## src/rtl/rip_const.sv

```systemverilog
// Shared types and constants for the memory arbiter and its response router.
package rip_const;

  typedef enum logic [1:0] {OWN_NONE, OWN_IF, OWN_MA} mem_owner_t;

  typedef enum logic {ARB_LOAD, ARB_RUN} arb_state_t;

  localparam int unsigned MEM_BYTE_LANES = 4;

endpackage

```

## src/rtl/rip_mem_resp_router.sv

```systemverilog
// Routes the one-cycle-latency memory read data back to the owner tagged at grant time.
module rip_mem_resp_router
  import rip_const::*;
#(
  parameter int unsigned DATA_WIDTH = 32
) (
  input  logic                  clk,
  input  logic                  rstn,
  input  mem_owner_t            tag_i,
  input  logic                  ma_wr_i,
  input  logic [DATA_WIDTH-1:0] mem_rdata_i,
  output logic                  if_rvalid_o,
  output logic [DATA_WIDTH-1:0] if_rdata_o,
  output logic                  ma_rvalid_o,
  output logic [DATA_WIDTH-1:0] ma_rdata_o
);

  mem_owner_t            tag_q;
  logic                  ma_wr_q;
  logic [DATA_WIDTH-1:0] if_rdata_q;
  logic [DATA_WIDTH-1:0] ma_rdata_q;

  // Read data arrives in the response cycle, so it is forwarded and captured at once.
  always_comb begin
    if_rvalid_o = (tag_q == OWN_IF);
    ma_rvalid_o = (tag_q == OWN_MA);
    if_rdata_o  = if_rvalid_o ? mem_rdata_i : if_rdata_q;
    ma_rdata_o  = (ma_rvalid_o && !ma_wr_q) ? mem_rdata_i : ma_rdata_q;
  end

  always_ff @(posedge clk or negedge rstn) begin
    if (!rstn) begin
      tag_q      <= OWN_NONE;
      ma_wr_q    <= 1'b0;
      if_rdata_q <= '0;
      ma_rdata_q <= '0;
    end else begin
      tag_q      <= tag_i;
      ma_wr_q    <= ma_wr_i;
      if_rdata_q <= if_rdata_o;
      ma_rdata_q <= ma_rdata_o;
    end
  end

endmodule

```

## src/rtl/rip_mem_arbiter.sv

```systemverilog
// Shares the single memory port among loader, memory-access stage and instruction fetch,
// with boot sequencing (load then run) and an IF anti-starvation guard.
module rip_mem_arbiter
  import rip_const::*;
#(
  parameter int unsigned ADDR_WIDTH   = 20,
  parameter int unsigned DATA_WIDTH   = 32,
  parameter int unsigned STARVE_LIMIT = 4
) (
  input  logic                  clk,
  input  logic                  rstn,
  input  logic                  ld_req,
  input  logic [31:0]           ld_addr,
  input  logic [DATA_WIDTH-1:0] ld_wdata,
  input  logic                  ld_done,
  output logic                  ld_gnt,
  input  logic                  ma_req,
  input  logic [3:0]            ma_we,
  input  logic [31:0]           ma_addr,
  input  logic [DATA_WIDTH-1:0] ma_wdata,
  output logic                  ma_gnt,
  output logic                  ma_rvalid,
  output logic [DATA_WIDTH-1:0] ma_rdata,
  input  logic                  if_req,
  input  logic [31:0]           if_addr,
  output logic                  if_gnt,
  output logic                  if_rvalid,
  output logic [DATA_WIDTH-1:0] if_rdata,
  output logic                  running,
  output logic                  mem_en,
  output logic [3:0]            mem_we,
  output logic [ADDR_WIDTH-1:0] mem_addr,
  output logic [DATA_WIDTH-1:0] mem_wdata,
  input  logic [DATA_WIDTH-1:0] mem_rdata
);

  localparam logic [3:0] StarveLim = 4'(STARVE_LIMIT);

  arb_state_t            state_q, state_d;
  logic [3:0]            starve_q, starve_d;
  logic [ADDR_WIDTH-1:0] addr_q;
  logic [DATA_WIDTH-1:0] wdata_q;
  logic                  run;
  logic                  force_if;
  mem_owner_t            tag;
  logic                  ma_wr;

  // Byte-offset bits and bits above the word address are intentionally dropped.
  logic unused_addr_bits;
  assign unused_addr_bits = ^{ld_addr[1:0], ld_addr[31:ADDR_WIDTH+2],
                              ma_addr[1:0], ma_addr[31:ADDR_WIDTH+2],
                              if_addr[1:0], if_addr[31:ADDR_WIDTH+2]};

  always_comb begin
    run      = (state_q == ARB_RUN);
    force_if = (starve_q == StarveLim);
    ld_gnt   = !run && ld_req;
    ma_gnt   = run && ma_req && !(force_if && if_req);
    if_gnt   = run && if_req && !ma_gnt;
    mem_en   = ld_gnt || ma_gnt || if_gnt;
    running  = run;

    mem_we    = 4'h0;
    mem_addr  = addr_q;
    mem_wdata = wdata_q;
    if (ld_gnt) begin
      mem_we    = 4'hF;
      mem_addr  = ld_addr[ADDR_WIDTH+1:2];
      mem_wdata = ld_wdata;
    end else if (ma_gnt) begin
      mem_we    = ma_we;
      mem_addr  = ma_addr[ADDR_WIDTH+1:2];
      mem_wdata = ma_wdata;
    end else if (if_gnt) begin
      mem_addr  = if_addr[ADDR_WIDTH+1:2];
    end

    // MA writes are tagged too: their response is the write acknowledge.
    tag   = if_gnt ? OWN_IF : (ma_gnt ? OWN_MA : OWN_NONE);
    ma_wr = ma_gnt && (ma_we != 4'h0);

    starve_d = 4'h0;
    if (run && if_req && !if_gnt) begin
      starve_d = force_if ? starve_q : starve_q + 4'h1;
    end

    state_d = state_q;
    if (!run && ld_done) begin
      state_d = ARB_RUN;
    end
  end

  always_ff @(posedge clk or negedge rstn) begin
    if (!rstn) begin
      state_q  <= ARB_LOAD;
      starve_q <= 4'h0;
      addr_q   <= '0;
      wdata_q  <= '0;
    end else begin
      state_q  <= state_d;
      starve_q <= starve_d;
      addr_q   <= mem_addr;
      wdata_q  <= mem_wdata;
    end
  end

  rip_mem_resp_router #(
    .DATA_WIDTH (DATA_WIDTH)
  ) u_resp_router (
    .clk         (clk),
    .rstn        (rstn),
    .tag_i       (tag),
    .ma_wr_i     (ma_wr),
    .mem_rdata_i (mem_rdata),
    .if_rvalid_o (if_rvalid),
    .if_rdata_o  (if_rdata),
    .ma_rvalid_o (ma_rvalid),
    .ma_rdata_o  (ma_rdata)
  );

endmodule
```

## config.mk

```make
export PLATFORM = sky130hd
export DESIGN_NAME = rip_mem_arbiter
export DESIGN_NICKNAME = d
export VERILOG_FILES = /design/src/rtl/rip_const.sv /design/src/rtl/rip_mem_resp_router.sv /design/src/rtl/rip_mem_arbiter.sv
export SDC_FILE = /design/constraint.sdc
export NUM_CORES = 1
export LEC_CHECK = 0
export ABC_AREA = 1
export CORE_MARGIN = 4
export CORE_UTILIZATION = 39
export CTS_CLUSTER_SIZE = 14
export DETAILED_ROUTE_END_ITERATION = 10
export PLACE_DENSITY_LB_ADDON = 0.05
export SLEW_MARGIN = 20
export SYNTH_ARGS = -nofsm -noshare
export SYNTH_HDL_FRONTEND = slang
export SYNTH_SLANG_ARGS = --single-unit
```

## constraint.sdc

```tcl
create_clock -name clk -period 2.4 [get_ports clk]
set_clock_uncertainty 0.15 [all_clocks]
set_input_delay 0.48 -clock clk [delete_from_list [all_inputs] [get_ports clk]]
set_output_delay 0.48 -clock clk [all_outputs]
set_load 0.01 [all_outputs]
```

# ---- Yosys cells after proc, flatten, opt, wreduce, memory -nomap -nowiden
# Cells that the tools add are included.
dict set report word_totals {
  latch_bits 0
  inputBits 202
  mem_bits_rw 0
  romBits 0
  memories 0
  out_inout_bits 127
  register_bits 124
}
dict set report classes {
  shifts 0
  order_cmp 0
  addsub 1
  mul 0
  div 0
  bitwise_logic 0
  n_eq_ne 4
  reduce_logical 18
  n_mux 13
}
# operator count
set op_table {}
lappend op_table {{32-bit 2-to-1 mux} 4}
lappend op_table {{20-bit 2-to-1 mux} 3}
lappend op_table {{4-bit 2-to-1 mux} 4}
lappend op_table {{1-bit logical AND} 10}
lappend op_table {{1-bit zero test} 5}
lappend op_table {{4-bit by 1-bit adder with 4-bit output, second input constant} 1}
lappend op_table {{4-bit by 3-bit equality test with 1-bit output, second input constant} 1}
lappend op_table {{2-bit 2-to-1 mux} 2}
lappend op_table {{4-bit nonzero test} 1}
lappend op_table {{2-bit by 1-bit equality test with 1-bit output, second input constant} 1}
lappend op_table {{2-bit equality test, second input constant} 1}
lappend op_table {{1-bit logical OR} 2}
lappend op_table {{2-bit inequality test, second input constant} 1}

# ---- Longest topological paths before layout
dict set report depth {
  word_depth 9
  mapped_depth 10
}

# ---- Cells and area by module
# From an unflattened synthesis, not the netlist that was laid out.
dict set report unflattened {
  cells_unflattened 815
  hier_area_um2 6164.7
}
# module cells_per_inst n_inst seq_area_each_um2 area_each_um2
set modules_own_cells {}
lappend modules_own_cells {rip_mem_arbiter 530 1 1426.4 3488.3}
lappend modules_own_cells {rip_mem_resp_router 285 1 1676.6 2676.3}

# ---- Worst setup path after synthesis
# No wires, ideal clock.
dict set report synth_timing {
  kind {register to output}
  from {reg starve_q[0]}
  to {out mem_wdata[27]}
  slack_ns 0.406
  arrival_ns 1.364
  stages_incl_launch_ff 10
  t_required_ns 1.770
  path_buffers 1
  cell_sequence {dfrtp_1 -> inv_1 -> ha_1 -> nand2_1 -> inv_1 -> nand2_2 -> buf_1 -> nand3b_1 -> nand3_1 -> nand2_1}
}
dict set report synth_via {
  elab_chain_cells 6
}
# item line
set synth_rtl {}
lappend synth_rtl {{start, declared} rip_mem_arbiter.sv:40} ;# logic [3:0] starve_q, starve_d;
lappend synth_rtl {{start signal, assigned} rip_mem_arbiter.sv:101} ;# starve_q <= starve_d;
lappend synth_rtl {{4-bit by 3-bit equality test with 1-bit output} rip_mem_arbiter.sv:56} ;# force_if = (starve_q == StarveLim);
lappend synth_rtl {{1-bit logical AND} rip_mem_arbiter.sv:58} ;# ma_gnt = run && ma_req && !(force_if && if_req);
lappend synth_rtl {{1-bit zero test} rip_mem_arbiter.sv:58}
lappend synth_rtl {{1-bit logical AND} rip_mem_arbiter.sv:58}
lappend synth_rtl {{32-bit 2-to-1 mux} rip_mem_arbiter.sv:70} ;# end else if (ma_gnt) begin
lappend synth_rtl {{32-bit 2-to-1 mux} rip_mem_arbiter.sv:66} ;# if (ld_gnt) begin
lappend synth_rtl {{end, declared} rip_mem_arbiter.sv:33} ;# output logic [DATA_WIDTH-1:0] mem_wdata,
# No other way between the ends.

# ---- Final worst setup path
dict set report layout_timing {
  from {reg starve_q[0]}
  to {out mem_wdata[2]}
}
# Same word-level chain as after synthesis.

==> impl_metrics.tcl <==
set metrics [dict create \
    violations "setup timing" \
    layout.cells.most_common "nand2_1" \
    grt.met2_usage_pct 47.01 \
    hp-class "register to register" \
    htreeDepth 4 \
    wl_per_cell_um 17.37 \
    power-per-cell-area_nw_per_um2 631.7 \
    vias_per_cell 4.769 \
    grt_setup_unrepaired "true" \
    routed_wl_mm 23.59 \
    dieHeight_um 129.9 \
    syn_to_final_growth_pct 96.16 \
    cp-end-kind "primary output" \
    start_util_pct 39.87 \
    routabilityCongestion 0.8666 \
    clkTransAtPathRegs_ns 0.06 \
    ys_seq_area_share_pct 53.55 \
    grt_max_degree 45 \
    r2r_end "wdata_q[27]" \
    die-area_um2 16870 \
    ys_ff_latch 124 \
    vias 6476 \
    outcome "complete, but fails checks" \
    finalHoldViolCount 0 \
    crit_path_frequent_cell "nand2_1" \
    final_cell_mix "177 x nand2_1, 166 x clkdlybuf4s50_1, 124 x dfrtp_1, 118 x buf_4, 99 x inv_1" \
    cts_made_buffers 17 \
    preCtsSetupSlack_ns -0.6057 \
    holdCritStartpoint "u_resp_router.ma_rdata_q[3]" \
    crit_end "mem_wdata[2]" \
    max-slew-margin-rel_pct 78.60 \
    io_buffer_count 292 \
    clock_sinks 124 \
    cellLeakagePower_nw 5.831 \
    final_antenna_net_count 0 \
    setup_viol 59 \
    final_net_count 1366 \
    initialDrtViolationCount 286 \
    grt_pass1_wl_mm 34.25 \
    cpMaxStageDelayCell "dfrtp_1" \
    grt_most_used_layer "met2" \
    setup_ws_ns -0.2696 \
    met1_usage_pct 30.56 \
    syn_area_per_cell_um2 7.937 \
    worst_pin_slew_ns 0.3210 \
    drv_slew 0 \
    fp.dieW_um 129.9 \
    critPathMaxFanout 10 \
    syn_area_um2 5794 \
    clk_latency_ns 0.41 \
    r2r_cells 17 \
    globalRouteOverflowTotal 0 \
    placed_area_um2 9644 \
    grt_use_total_pct 26.63 \
    rows 44 \
    synth_cell_types 23 \
    drc 0 \
    fin_util_pct 78.20 \
    peakVddDrop_mv 0.5501 \
    cp-start-kind "register" \
    timing.final.crit_share_pct 111.2 \
    crit_required_ns 1.77 \
    dp_hpwl_mm 14.21 \
    layout-drive-gt1-share_pct 37.85 \
    cp_cell_sequence "inv_1 > ha_2 > nand2_2 > inv_2 > nand2_4 > nand2_8 > buf_4 > buf_16 > nand2_1 > nand3_1 > nand2_1 > buf_6" \
    synth_nets 934 \
    cts_tree "built" \
    r2r_setup_slack_ns 0.07 \
    cp-startpoint "starve_q[0]" \
    core_area_um2 14530 \
    rr_startpoint "starve_q[0]" \
    max_stage_delay_ns 0.38 \
    dr.pass1.iters 4 \
    syn_inst 730 \
    design_area_um2 11370 \
    yosysWarnings 0 \
    clock_path_buffers 2 \
    maxCapViolCount 0 \
    fmax_mhz 374.6 \
    period_needed_ns 2.670 \
    globalRouteMet3Util_pct 7.122 \
    cp.arrival_ns 2.04 \
    clockRootBuffer "clkbuf_16" \
    grt_pass1_vias 6563 \
    antenna_found_initial 0 \
    pin_count 329 \
    path_class "register to primary output" \
]
layer usage:
metal,wire (um),part of all wire [%]
met4,654,2.8
met2,12480,53
met1,8792,37
met5,0,0
met3,1658,7.0
area by class of cell:
class,instances,area [um^2]
Tap cell,184,230.2
Clock inverter,5,103.9
Timing Repair Buffer,451,4309
Antenna cell,1,2.502
Inverter,107,411.6
Clock buffer,25,525.5
Fill cell,1038,3168
Sequential cell,124,3103
Multi-Input combinational cell,461,2680
kinds of logic after synthesis:
logic type               Yosys count  share of synthesized area (%)
AND/OR/NAND/NOR                  370                          28.31
XOR/XNOR                           2                         0.3024
buffers and inverters            146                          9.976
flip-flops                       124                          53.55
AO/OA/AOI/OAI                     86                          7.428
adder cells (fa/ha/maj)            2                         0.4318
critical path, delay by kind of cell (launching register included):
family / cells / cell delay [ns]
buffers and inverters: 5 / 0.55
adders and majority gates: 1 / 0.18
and+or+nand+nor: 6 / 0.52
DFF: 1 / 0.38
flip-flops by register name, summed over array words and instances, names as in the netlist:
name	flops
addr_q	20
running	1
starve_q	4
u_resp_router.if_rdata_q	32
u_resp_router.ma_rdata_q	32
u_resp_router.ma_wr_q	1
u_resp_router.tag_q	2
wdata_q	32
synthesized netlist by cell type:
master / count / area, um^2
nand2_1: 228 / 855.8
dfrtp_1: 124 / 3103
inv_1: 101 / 379.1
o21ai_0: 65 / 325.3
nand3_1: 45 / 225.2
nand3b_1: 43 / 322.8
nor2_1: 43 / 161.4
o21ai_1: 20 / 100.1
clkbuf_1: 17 / 63.81
buf_2: 12 / 60.06
buf_1: 6 / 22.52
inv_2: 6 / 22.52
buf_4: 4 / 30.03
nor3_1: 4 / 20.02
nand2_2: 3 / 18.77
ha_1: 2 / 25.02
a21oi_1: 1 / 5.000
nand2_4: 1 / 11.26
nor2_4: 1 / 11.26
nor3b_1: 1 / 7.510
or2_2: 1 / 6.260
xnor2_1: 1 / 8.760
xor2_1: 1 / 8.760
how the worst min path moves through the flow:
stage,to,slack [ns],cells after the start
6_report,u_resp_router.ma_rdata_q[3],0.32,2
5_1_grt,u_resp_router.ma_rdata_q[28],0.34,2
4_1_cts,u_resp_router.if_rdata_q[24],0.34,2
3_5_place_dp,u_resp_router.ma_rdata_q[7],0.25,1
3_3_place_gp,u_resp_router.ma_rdata_q[7],0.24,1
2_1_floorplan,addr_q[0],0.03,0
through the flow:
step                instances  total power [mW]  hold slack, ns  TNS (ns)
detailed placement       1265             4.312          0.2451    -34.01
global placement         1265             4.279          0.2444    -32.10
finish                   1358             7.180          0.3167    -11.00
CTS                      1352             7.099          0.3426    -10.62
global route             1357             7.496          0.3364    -16.68
floorplan                 730             3.056         0.03441         0
power breakdown:
group	total, mW	switching (mW)	internal [mW]
combinational	2.02	0.930	1.09
sequential	2.44	0.0769	2.37
clock	2.72	0.901	1.82
what timing repair did:
action | CTS | global route
setup buffers | 44 | 12
endpoints found under the hold margin | 17 | 0
cloned | 12 | 2
resized for setup | 528 | 202
pin swaps | 33 | 27
setup endpoints to repair | 124 | 122
hold buffers | 1 | 0
Power figures use the tool's default switching activity.
